**src/rtl/anfsqrt_pkg.sv**
```systemverilog
`default_nettype none
// +----------------------------------------------------------------------+
// | Module   : anfsqrt_pkg                                               |
// | Purpose  : Shared constants and FSM encoding for the sequential      |
// |            square-root engine.                                       |
// | Contents : ANFSQRT_ITERS, ANFSQRT_ATT_INIT, ANFSQRT_PHASE_BIT,       |
// |            state_e                                                   |
// | Revision : 1.0  initial release                                      |
// +----------------------------------------------------------------------+
package anfsqrt_pkg;

  // Number of anfsqrt_sqrtiu steps that make up one complete root.
  localparam int          ANFSQRT_ITERS    = 32;
  // Initial value of the att register when a job is accepted.
  localparam logic [31:0] ANFSQRT_ATT_INIT = 32'd65536;
  // att bit used by anfsqrt_sqrtiu to alternate between its prepare and
  // decide half-steps; a root bit is resolved on every second step.
  localparam int          ANFSQRT_PHASE_BIT = 31;

  typedef enum logic [1:0] {
    ST_IDLE = 2'd0,
    ST_RUN  = 2'd1,
    ST_DONE = 2'd2
  } state_e;

endpackage
`default_nettype wire

```
**src/rtl/anfsqrt_rr_arb.sv**
```systemverilog
`default_nettype none
// +----------------------------------------------------------------------+
// | Module   : anfsqrt_rr_arb                                            |
// | Purpose  : Combinational round-robin picker: first set request at or |
// |            after ptr_i, wrapping around NREQ.                        |
// | Ports    : req_i  in  NREQ  request vector                           |
// |            ptr_i  in  IDW   highest-priority index                   |
// |            gnt_o  out NREQ  one-hot grant (0 when no request)        |
// |            idx_o  out IDW   index of the granted requester           |
// |            any_o  out 1     at least one request present             |
// | Revision : 1.0  initial release                                      |
// +----------------------------------------------------------------------+
module anfsqrt_rr_arb #(
  parameter int NREQ = 2,
  parameter int IDW  = 1
) (
  input  logic [NREQ-1:0] req_i,
  input  logic [IDW-1:0]  ptr_i,
  output logic [NREQ-1:0] gnt_o,
  output logic [IDW-1:0]  idx_o,
  output logic            any_o
);

  function automatic logic [IDW-1:0] wrap_add(input logic [IDW-1:0] p, input int k);
    int s;
    s = int'(p) + k;
    if (s >= NREQ) s = s - NREQ;
    return IDW'(s);
  endfunction

  logic [IDW-1:0] cand;

  always_comb begin
    any_o = 1'b0;
    idx_o = '0;
    cand  = '0;
    for (int k = 0; k < NREQ; k++) begin
      cand = wrap_add(ptr_i, k);
      if (!any_o && req_i[cand]) begin
        any_o = 1'b1;
        idx_o = cand;
      end
    end
    gnt_o = any_o ? (NREQ'(1) << idx_o) : '0;
  end

endmodule
`default_nettype wire

```
**src/rtl/anfsqrt_sqrtiu.sv**
```systemverilog
`default_nettype none
// +----------------------------------------------------------------------+
// | Module   : anfsqrt_sqrtiu                                            |
// | Purpose  : One combinational square-root iteration over att/eps/res. |
// |            eps always holds (query - res*res). Steps alternate:      |
// |            a prepare step marks att[31]; a decide step tries the     |
// |            root bit b = att[30:0]/2 and keeps it when it still fits. |
// |            Starting from att=65536, 32 steps resolve bits 15..0.     |
// | Ports    : att_i/eps_i/res_i  in  32  current state                  |
// |            att_o/eps_o/res_o  out 32  state after this step          |
// | Revision : 1.0  initial release                                      |
// +----------------------------------------------------------------------+
module anfsqrt_sqrtiu
  import anfsqrt_pkg::*;
(
  input  logic [31:0] att_i,
  input  logic [31:0] eps_i,
  input  logic [31:0] res_i,
  output logic [31:0] att_o,
  output logic [31:0] eps_o,
  output logic [31:0] res_o
);

  logic [31:0] trial_bit;
  logic [32:0] term;
  logic        fits;

  always_comb begin
    att_o     = att_i;
    eps_o     = eps_i;
    res_o     = res_i;
    trial_bit = {1'b0, att_i[30:0]} >> 1;
    // (res+b)^2 - res^2 = 2*res*b + b*b; b is one-hot so both products are
    // shifts. res only has bits above b, so the sum stays below 2^33.
    term      = {1'b0, res_i} * {trial_bit, 1'b0} + {1'b0, trial_bit} * {1'b0, trial_bit};
    fits      = ({1'b0, eps_i} >= term);
    if (!att_i[ANFSQRT_PHASE_BIT]) begin
      att_o = att_i | (32'd1 << ANFSQRT_PHASE_BIT);
    end else begin
      att_o = trial_bit;
      if (fits) begin
        eps_o = eps_i - term[31:0];
        res_o = res_i | trial_bit;
      end
    end
  end

endmodule
`default_nettype wire

```
**src/rtl/anfsqrt_seq.sv**
```systemverilog
`default_nettype none
// +----------------------------------------------------------------------+
// | Module   : anfsqrt_seq                                               |
// | Purpose  : Shared multi-cycle 32-bit integer square-root engine with |
// |            round-robin intake from NREQ requesters. UNROLL sqrtiu    |
// |            stages are applied per RUN cycle.                         |
// | Ports    : clk         in  1        clock                            |
// |            rst         in  1        async active-high reset          |
// |            req_valid   in  NREQ     per-requester query valid        |
// |            req_query   in  32*NREQ  query k at [32k+31:32k]          |
// |            req_ready   out NREQ     one-hot accept (IDLE only)       |
// |            rsp_valid   out 1        result valid (DONE)              |
// |            rsp_ready   in  1        consumer accepts result          |
// |            rsp_result  out 16       floor square root                |
// |            rsp_id      out IDW      requester that issued the query  |
// | Revision : 1.0  initial release                                      |
// +----------------------------------------------------------------------+
module anfsqrt_seq
  import anfsqrt_pkg::*;
#(
  parameter int NREQ   = 2,
  parameter int UNROLL = 1,
  parameter int IDW    = (NREQ > 1) ? $clog2(NREQ) : 1
) (
  input  logic                 clk,
  input  logic                 rst,
  input  logic [NREQ-1:0]      req_valid,
  input  logic [32*NREQ-1:0]   req_query,
  output logic [NREQ-1:0]      req_ready,
  output logic                 rsp_valid,
  input  logic                 rsp_ready,
  output logic [15:0]          rsp_result,
  output logic [IDW-1:0]       rsp_id
);

  localparam int         STEPS     = ANFSQRT_ITERS / UNROLL;
  localparam logic [5:0] LAST_STEP = 6'(STEPS - 1);

  state_e         state_q, state_d;
  logic [IDW-1:0] rr_ptr_q, rr_ptr_d;
  logic [5:0]     ctr_q, ctr_d;
  logic [IDW-1:0] id_q, id_d;
  logic [31:0]    att_q, att_d;
  logic [31:0]    eps_q, eps_d;
  logic [31:0]    res_q, res_d;
  logic [15:0]    result_q, result_d;

  logic [NREQ-1:0] gnt;
  logic [IDW-1:0]  win;
  logic            any_req;
  logic [31:0]     win_query;

  anfsqrt_rr_arb #(
    .NREQ (NREQ),
    .IDW  (IDW)
  ) u_arb (
    .req_i (req_valid),
    .ptr_i (rr_ptr_q),
    .gnt_o (gnt),
    .idx_o (win),
    .any_o (any_req)
  );

  always_comb begin
    win_query = '0;
    for (int k = 0; k < NREQ; k++) begin
      if (IDW'(k) == win) win_query = req_query[32*k +: 32];
    end
  end

  // Iteration chain: stage 0 is fed by the registers, the last stage's
  // outputs are what RUN loads back.
  logic [31:0] att_c [0:UNROLL];
  logic [31:0] eps_c [0:UNROLL];
  logic [31:0] res_c [0:UNROLL];

  assign att_c[0] = att_q;
  assign eps_c[0] = eps_q;
  assign res_c[0] = res_q;

  for (genvar g = 0; g < UNROLL; g++) begin : g_stage
    anfsqrt_sqrtiu u_iu (
      .att_i (att_c[g]),
      .eps_i (eps_c[g]),
      .res_i (res_c[g]),
      .att_o (att_c[g+1]),
      .eps_o (eps_c[g+1]),
      .res_o (res_c[g+1])
    );
  end

  always_comb begin
    state_d   = state_q;
    rr_ptr_d  = rr_ptr_q;
    ctr_d     = ctr_q;
    id_d      = id_q;
    att_d     = att_q;
    eps_d     = eps_q;
    res_d     = res_q;
    result_d  = result_q;
    req_ready = '0;
    case (state_q)
      ST_IDLE: begin
        if (any_req) begin
          req_ready = gnt;
          att_d     = ANFSQRT_ATT_INIT;
          res_d     = '0;
          eps_d     = win_query;
          id_d      = win;
          rr_ptr_d  = (win == IDW'(NREQ - 1)) ? '0 : win + IDW'(1);
          ctr_d     = '0;
          state_d   = ST_RUN;
        end
      end
      ST_RUN: begin
        att_d = att_c[UNROLL];
        eps_d = eps_c[UNROLL];
        res_d = res_c[UNROLL];
        ctr_d = ctr_q + 6'd1;
        if (ctr_q == LAST_STEP) begin
          result_d = res_c[UNROLL][15:0];
          state_d  = ST_DONE;
        end
      end
      ST_DONE: begin
        if (rsp_ready) state_d = ST_IDLE;
      end
      default: state_d = ST_IDLE;
    endcase
  end

  always_ff @(posedge clk or posedge rst) begin
    if (rst) begin
      state_q  <= ST_IDLE;
      rr_ptr_q <= '0;
      ctr_q    <= '0;
      id_q     <= '0;
      att_q    <= '0;
      eps_q    <= '0;
      res_q    <= '0;
      result_q <= '0;
    end else begin
      state_q  <= state_d;
      rr_ptr_q <= rr_ptr_d;
      ctr_q    <= ctr_d;
      id_q     <= id_d;
      att_q    <= att_d;
      eps_q    <= eps_d;
      res_q    <= res_d;
      result_q <= result_d;
    end
  end

  assign rsp_valid  = (state_q == ST_DONE);
  assign rsp_result = result_q;
  assign rsp_id     = id_q;

endmodule
`default_nettype wire
```
**config.mk**
```make
export PLATFORM = sky130hd
export DESIGN_NAME = anfsqrt_seq
export DESIGN_NICKNAME = d
export VERILOG_FILES = /design/src/rtl/anfsqrt_pkg.sv /design/src/rtl/anfsqrt_rr_arb.sv /design/src/rtl/anfsqrt_sqrtiu.sv /design/src/rtl/anfsqrt_seq.sv
export SDC_FILE = /design/constraint.sdc
export NUM_CORES = 2
export LEC_CHECK = 0
export BUFFER_PORTS_ARGS = -buffer_cell sky130_fd_sc_hd__buf_2
export CAP_MARGIN = 20
export CORE_ASPECT_RATIO = 1.4
export CORE_MARGIN = 2
export CORE_UTILIZATION = 63
export DETAILED_ROUTE_END_ITERATION = 7
export GPL_TIMING_DRIVEN = 0
export PLACE_DENSITY = 0.9
export SYNTH_ARGS = -nofsm -noshare
export SYNTH_HDL_FRONTEND = slang
export SYNTH_SLANG_ARGS = --single-unit
```
**constraint.sdc**
```tcl
create_clock -name clk -period 19.05 [get_ports clk]
set_clock_uncertainty 0.15 [all_clocks]
set_input_delay 0.9525 -clock clk [delete_from_list [all_inputs] [get_ports clk]]
set_output_delay 0.9525 -clock clk [all_outputs]
set_load 0.1 [all_outputs]
```
### Word level (Yosys, flattened, before mapping)

Cells that the tools add are included.

* input bits: 69
* output and inout port bits: 20
* flip-flop bits (word level): 122
* logic and storage cells: 75

* shift operators: 1
* $add $sub $neg: 7
* bitwise operators: 1
* $lt $le $gt $ge: 5
* mux-type cells: 31
* reduce and logical (&&, ||, !) cells: 10
* eq/ne operators: 8
* $mul: 2

Operator list (count)
* $mux W32: 9
* $pmux W32 S2: 3
* $add A33 B33 Y33: 1
* $ge A32 B33 Y1: 1
* $mul A30 B30 Y33: 1
* $mul A32 B30 Y32: 1
* $or A32 B30 Y32: 1
* $sub A32 B32 Y32: 1
* $pmux W6 S2: 1
* $mux W1: 11
* $mux W2: 5
* $add A6 B1 Y6 const B: 1
* $eq A6 B5 Y1 const B: 1
* $mux W6: 1
* $ne A2 B2 Y1 const B: 3
* $pmux W2 S3: 1
* $reduce_and A2 Y1: 3
* $reduce_and A3 Y1: 2
* $lt A1 B2 Y1 const B: 2
* $ne A2 B1 Y1 const B: 2
* $reduce_and A4 Y1: 1
* $add A1 B1 Y2 const B: 1
* $eq A2 B1 Y1 const B: 1
* $eq A2 B2 Y1 const B: 1
* 9 further kinds: 10

### Depth between registers and ports, before layout

* depth in word-level cells: 11
* mapped depth: 61
* mapped depth without buffers: 58

### Modules after synthesis

A second synthesis with hierarchy kept.

* cell total of the unflattened synthesis: 4174
* area, all modules: 38303.0 µm²

By module, submodules not included
* anfsqrt_sqrtiu: area each 33145.5 µm², cells an instance 3730, instances 1, seq. area each 0.0 µm²
* anfsqrt_seq: area each 5124.9 µm², cells an instance 439, instances 1, seq. area each 3052.9 µm²
* anfsqrt_rr_arb: area each 32.5 µm², cells an instance 5, instances 1, seq. area each 0.0 µm²

### Worst setup path before layout

Ideal clock, no wire load.

* kind: reg-to-reg
* from: register att_q[5]
* to: register eps_q[10]
* buffers on the path: 3
* arrival: 13.346 ns
* library setup time: 0.125 ns
* stages on the path, launching flop included: 60
* data required time: 18.775 ns
* period minus slack after synthesis: 13.621 ns
* path slack: 5.429 ns
* cells stage by stage: dfrtp_1 > clkbuf_1 > clkbuf_1 > and2_1 > fa_1 > fa_1 > fa_1 > inv_1 > fa_1 > inv_1 > fa_1 > inv_1 > fa_1 > inv_1 > fa_1 > inv_1 > fa_1 > inv_1 > [24 not listed] > nand2_1 > a21oi_1 > o21ai_0 > a21o_1 > a21oi_1 > a21boi_0 > o21ai_0 > nand2b_1 > xnor2_1 > ha_1 > nand3_1 > nor4_1 > nand3_1 > o211a_1 > o21ai_4 > nand2_4 > buf_6 > mux2_4

* longest elaborated chain between the ends: 6
* elaborated cells on any way between the ends: 10
* classes of those cells: 2 x add/sub; 2 x mul; 1 x order compare; 1 x eq/ne; 3 x mux; 1 x reduce/logical

RTL lines
* start: declaration: line anfsqrt_seq.sv:43 `logic [31:0] att_q, att_d;`
* start signal: assignment: line anfsqrt_seq.sv:147 `att_q <= att_d;`
* $mul A32 B30 Y32 / $mul A30 B30 Y33 (equally long branches): line anfsqrt_sqrtiu.sv:35 `term = {1'b0, res_i} * {trial_bit, 1'b0} + {1'b0, trial_bit} * {1'b0, trial_bit};`
* $add A33 B33 Y33 (*): line anfsqrt_sqrtiu.sv:35
* $sub A32 B32 Y32: line anfsqrt_sqrtiu.sv:42 `eps_o = eps_i - term[31:0];`
* $mux W32: line anfsqrt_sqrtiu.sv:41 `if (fits) begin`
* $mux W32: line anfsqrt_sqrtiu.sv:37 `if (!att_i[ANFSQRT_PHASE_BIT]) begin`
* $pmux W32 S2: line anfsqrt_seq.sv:102 `case (state_q)`
* end signal: assignment: line anfsqrt_seq.sv:148 `eps_q <= eps_d;`
* end: declaration: line anfsqrt_seq.sv:44 `logic [31:0] eps_q, eps_d;`

Every way passes the cells marked *; elsewhere a longest branch is shown, timed or not. The select of a mux whose other input is x is not followed.
A chain may end at the register's enable or synchronous reset.

### Final worst setup path

* from: register res_q[5]
* to: register eps_q[9]

* longest elaborated chain between the ends: 6
* elaborated cells on any way between the ends: 9
* classes of those cells: 2 x add/sub; 1 x mul; 1 x order compare; 1 x eq/ne; 3 x mux; 1 x reduce/logical

RTL lines
* start: declaration: line anfsqrt_seq.sv:45 `logic [31:0] res_q, res_d;`
* start signal: assignment: line anfsqrt_seq.sv:149 `res_q <= res_d;`
* $mul A32 B30 Y32 (*): line anfsqrt_sqrtiu.sv:35
* $add A33 B33 Y33 (*): line anfsqrt_sqrtiu.sv:35
* $sub A32 B32 Y32: line anfsqrt_sqrtiu.sv:42
* $mux W32: line anfsqrt_sqrtiu.sv:41
* $mux W32: line anfsqrt_sqrtiu.sv:37
* $pmux W32 S2: line anfsqrt_seq.sv:102

Marked as above.

==> impl_metrics.csv <==
group,metric,value,unit
setup_path,critPathRequiredTime,19240,ps
power,irDropWorstVdd,0.2132,mV
cts,clk_latency,460,ps
sta,worstMarginPinSlew,1250,ps
power,internal_power,1604,µW
grt,grt_usage,41.84,%
synthesis,synth-edff-count,0,
drt,drc_errors,0,
worst_hold_path,worstHoldPathType,"input pin to asynchronous set/reset pin",
sta,slew_viol_final,0,
drt,drt_iter0_markers,3013,
power,p_comb_share,80.1,%
drt,wl,120100,µm
synthesis,yosys.area.top_type,"fa_1",
sta,setup_slack,1916,ps
sta,period_needed,17130,ps
setup_path,max_stage_delay,1040,ps
setup_path,crit_type,"flop to flop",
cts,post-cts-setup-buffers,0,
drt,via_per_inst,6.101,
die,core.rowCount,104,
placed_design,gp_congestion,1.080,
layout,areaGrowthSynthToFinish,5.547,%
power,leakagePower,0.02113,µW
synthesis,syn_inst,3999,
sta,fin_setup_tns,0,ps
cts,clockBufferDepth,2,
cts,cts_resized,0,
die,pin_count,89,
grt,overflow,0,
synthesis,seq_area_frac_synth,8.037,%
setup_path,cp-end-kind,"flop",
power,p_seq_share,10.9,%
cts,cts_sinks,118,
sta,clock.fmax,58.36,MHz
sta,hold_viol_final,0,
power,p_sw,1998,µW
layout,final_common_cell,"inv_1",
layout,num-nets-final,5284,
placed_design,dpl.hpwl,95880,µm
sta,period_share,89.94,%
die,initial_core_util,63.74,%
synthesis,synthArstFlopShare,100.0,%
cts,numCtsBuffers,17,
cts,cts-root-buf,"clkbuf_16",
drt,first_pass_iters,6,
cts,holdBufCountCts,0,
synthesis,ys_top_cells_by_area,"fa_1 45%, inv_1 10%, ha_1 9.5%",
grt,grt_pass1_wl,185400,µm
setup_path,critPathSlowestCell,"a2111oi_0",
grt,grt_pass1_vias,33160,
setup_path,path_common_cell,"fa_1",
status,failed_checks,"antenna rules",
drt,vias,29760,
placed_design,port_buffers,88,
die,die_y,289.7,µm
die,die-area,0.06030,mm²
grt,grt_max_degree,94,
drt,ant_nets,1,
power,power_density,92.88,mW/mm²
synthesis,synth_area,0.03674,mm²
power,clock_power_share,9.0,%
sta,setup_violations,0,
setup_path,worstSetupStartpointType,"flop",
layout,mostFrequentLayoutCells,"998 x inv_1, 825 x fa_1, 462 x nand2_1",
die,die_width,208.1,µm
cts,clk_pin_slew,70,ps
synthesis,synthFlopType,"dfrtp_1",
placed_design,pre_cts_slack,2497,ps
synthesis,ys_seq_elements,118,
grt,grt_antenna_before_repair,10,
drt,drt-wirelength-per-cell,24.62,µm
die,core,0.05765,mm²
synthesis,yosysUniqueCellTypes,69,
setup_path,arrival,17320,ps
layout,drive_gt1_share,4.704,%
setup_path,critPathMaxFanout,10,
status,status,"complete, but fails checks",
synthesis,postSynthAreaPerCell,9.188,µm²
synthesis,synth_top_cell_area_share,44.95,%
cts,cts_tree,"yes",
power,switching_share,55.46,%
job,drv_cap,0,
sta,maxSlewHeadroom,16.67,%
synthesis,yosysWarnings,0,
sta,grt_setup_unrepaired,"no",
cts,htreeDepth,4,
==> worst paths after layout <==
| path | start | endpoint | slack, ps | cells past startpoint |
|---|---|---|---|---|
| min in group clk | rsp_id$_DFFE_PP0P_ | rsp_id$_DFFE_PP0P_ | 330 | 1 |
| setup / recovery | res_q[5]$_DFFE_PP0P_ | eps_q[9]$_DFFE_PP0P_ | 1920 | 49 |
| hold / removal | rst | eps_q[30]$_DFFE_PP0P_ | 310 | 2 |
| hold reg to reg | rsp_id$_DFFE_PP0P_ | rsp_id$_DFFE_PP0P_ | 330 | 1 |
| max in group asynchronous | rst | att_q[26]$_DFFE_PP0P_ | 17650 | 3 |
| setup reg to reg | res_q[5]$_DFFE_PP0P_ | eps_q[9]$_DFFE_PP0P_ | 1920 | 49 |
==> registers in the layout, indices dropped and copies added (netlist names) <==
register and cells:
rsp_result 16, att_q 30, eps_q 32, state_q 2, rr_ptr_q 1, ctr_q 6, rsp_id 1, res_q 30
==> per-stage QoR <==
step                util [%]  area (µm²)  hold WS (ps)  power (µW)  cells
floorplan                  -       36750         316.6        2366   4000
global placement       66.12       38120         312.9        3054   4830
detailed placement     66.19       38150         314.7        3142   4832
CTS                    67.18       38720         316.7        3504   4864
global route           67.23       38760         331.3        3830   4867
finish                 67.28       38780         305.1        3602   4877
==> worst max-delay path: cells and delay by family, from the launching register on <==
| family | cells | cell delay, ps |
|---|---|---|
| multiplexers | 1 | 310 |
| XOR/XNOR | 2 | 550 |
| buffers and inverters | 11 | 2170 |
| AND/OR/NAND/NOR | 8 | 2060 |
| flip-flops | 1 | 400 |
| AO/OA/AOI/OAI | 10 | 3920 |
| adder cells (fa/ha/maj) | 17 | 7460 |
==> cell usage after synthesis (27+ instances only) <==
cell type and number:
inv_1 999, o22ai_1 36, a22o_1 27, mux2_4 28
and2_1 311, nand2_1 462, ha_1 279, xnor2_1 118
fa_1 825, xor2_1 43, nor2_1 152, mux2i_1 30
a21oi_1 64, a21o_1 50, o21ai_0 60, clkbuf_1 170
dfrtp_1 118
==> area by class of cell <==
cell class              instances  area, µm²
plain buffers                 191      754.5
well taps                     742      928.4
inverters                    1006       3781
multi-input cells            2685      29260
repair buffers                 92      503.0
clock inverters                11      100.1
clock buffers                  21      470.5
diodes                         11      27.53
fillers                      4283      18860
flip-flops and latches        118       2953
==> metal layers <==
layer | track usage, % | vias to the layer above | share of wire, %
met5 | 0 | - | 0.091
met4 | 36.51 | 12 | 11
met3 | 12.24 | 936 | 11
met2 | 68.47 | 2264 | 46
met1 | 44.75 | 14550 | 31
li1 | - | 11990 | -
==> logic make-up after synthesis <==
logic type | after synthesis | share of synthesized area (%)
flops | 118 | 8.036
other cells | 1 | 0.01021
compound gates | 329 | 5.905
xor+xnor | 163 | 3.926
simple gates | 1023 | 13.20
fa+ha+maj | 1104 | 54.45
mux | 64 | 2.145
buf+inv | 1197 | 12.33
==> power by group through the flow <==
stage / clock network, µW / registers (µW) / logic (µW)
detailed placement: 0 / 390 / 2750
finish: 323 / 393 / 2890
global placement: 0 / 388 / 2670
floorplan: 0 / 414 / 1950
CTS: 317 / 387 / 2800
global route: 329 / 396 / 3100
Note: power is estimated with default switching activity, not from simulation.
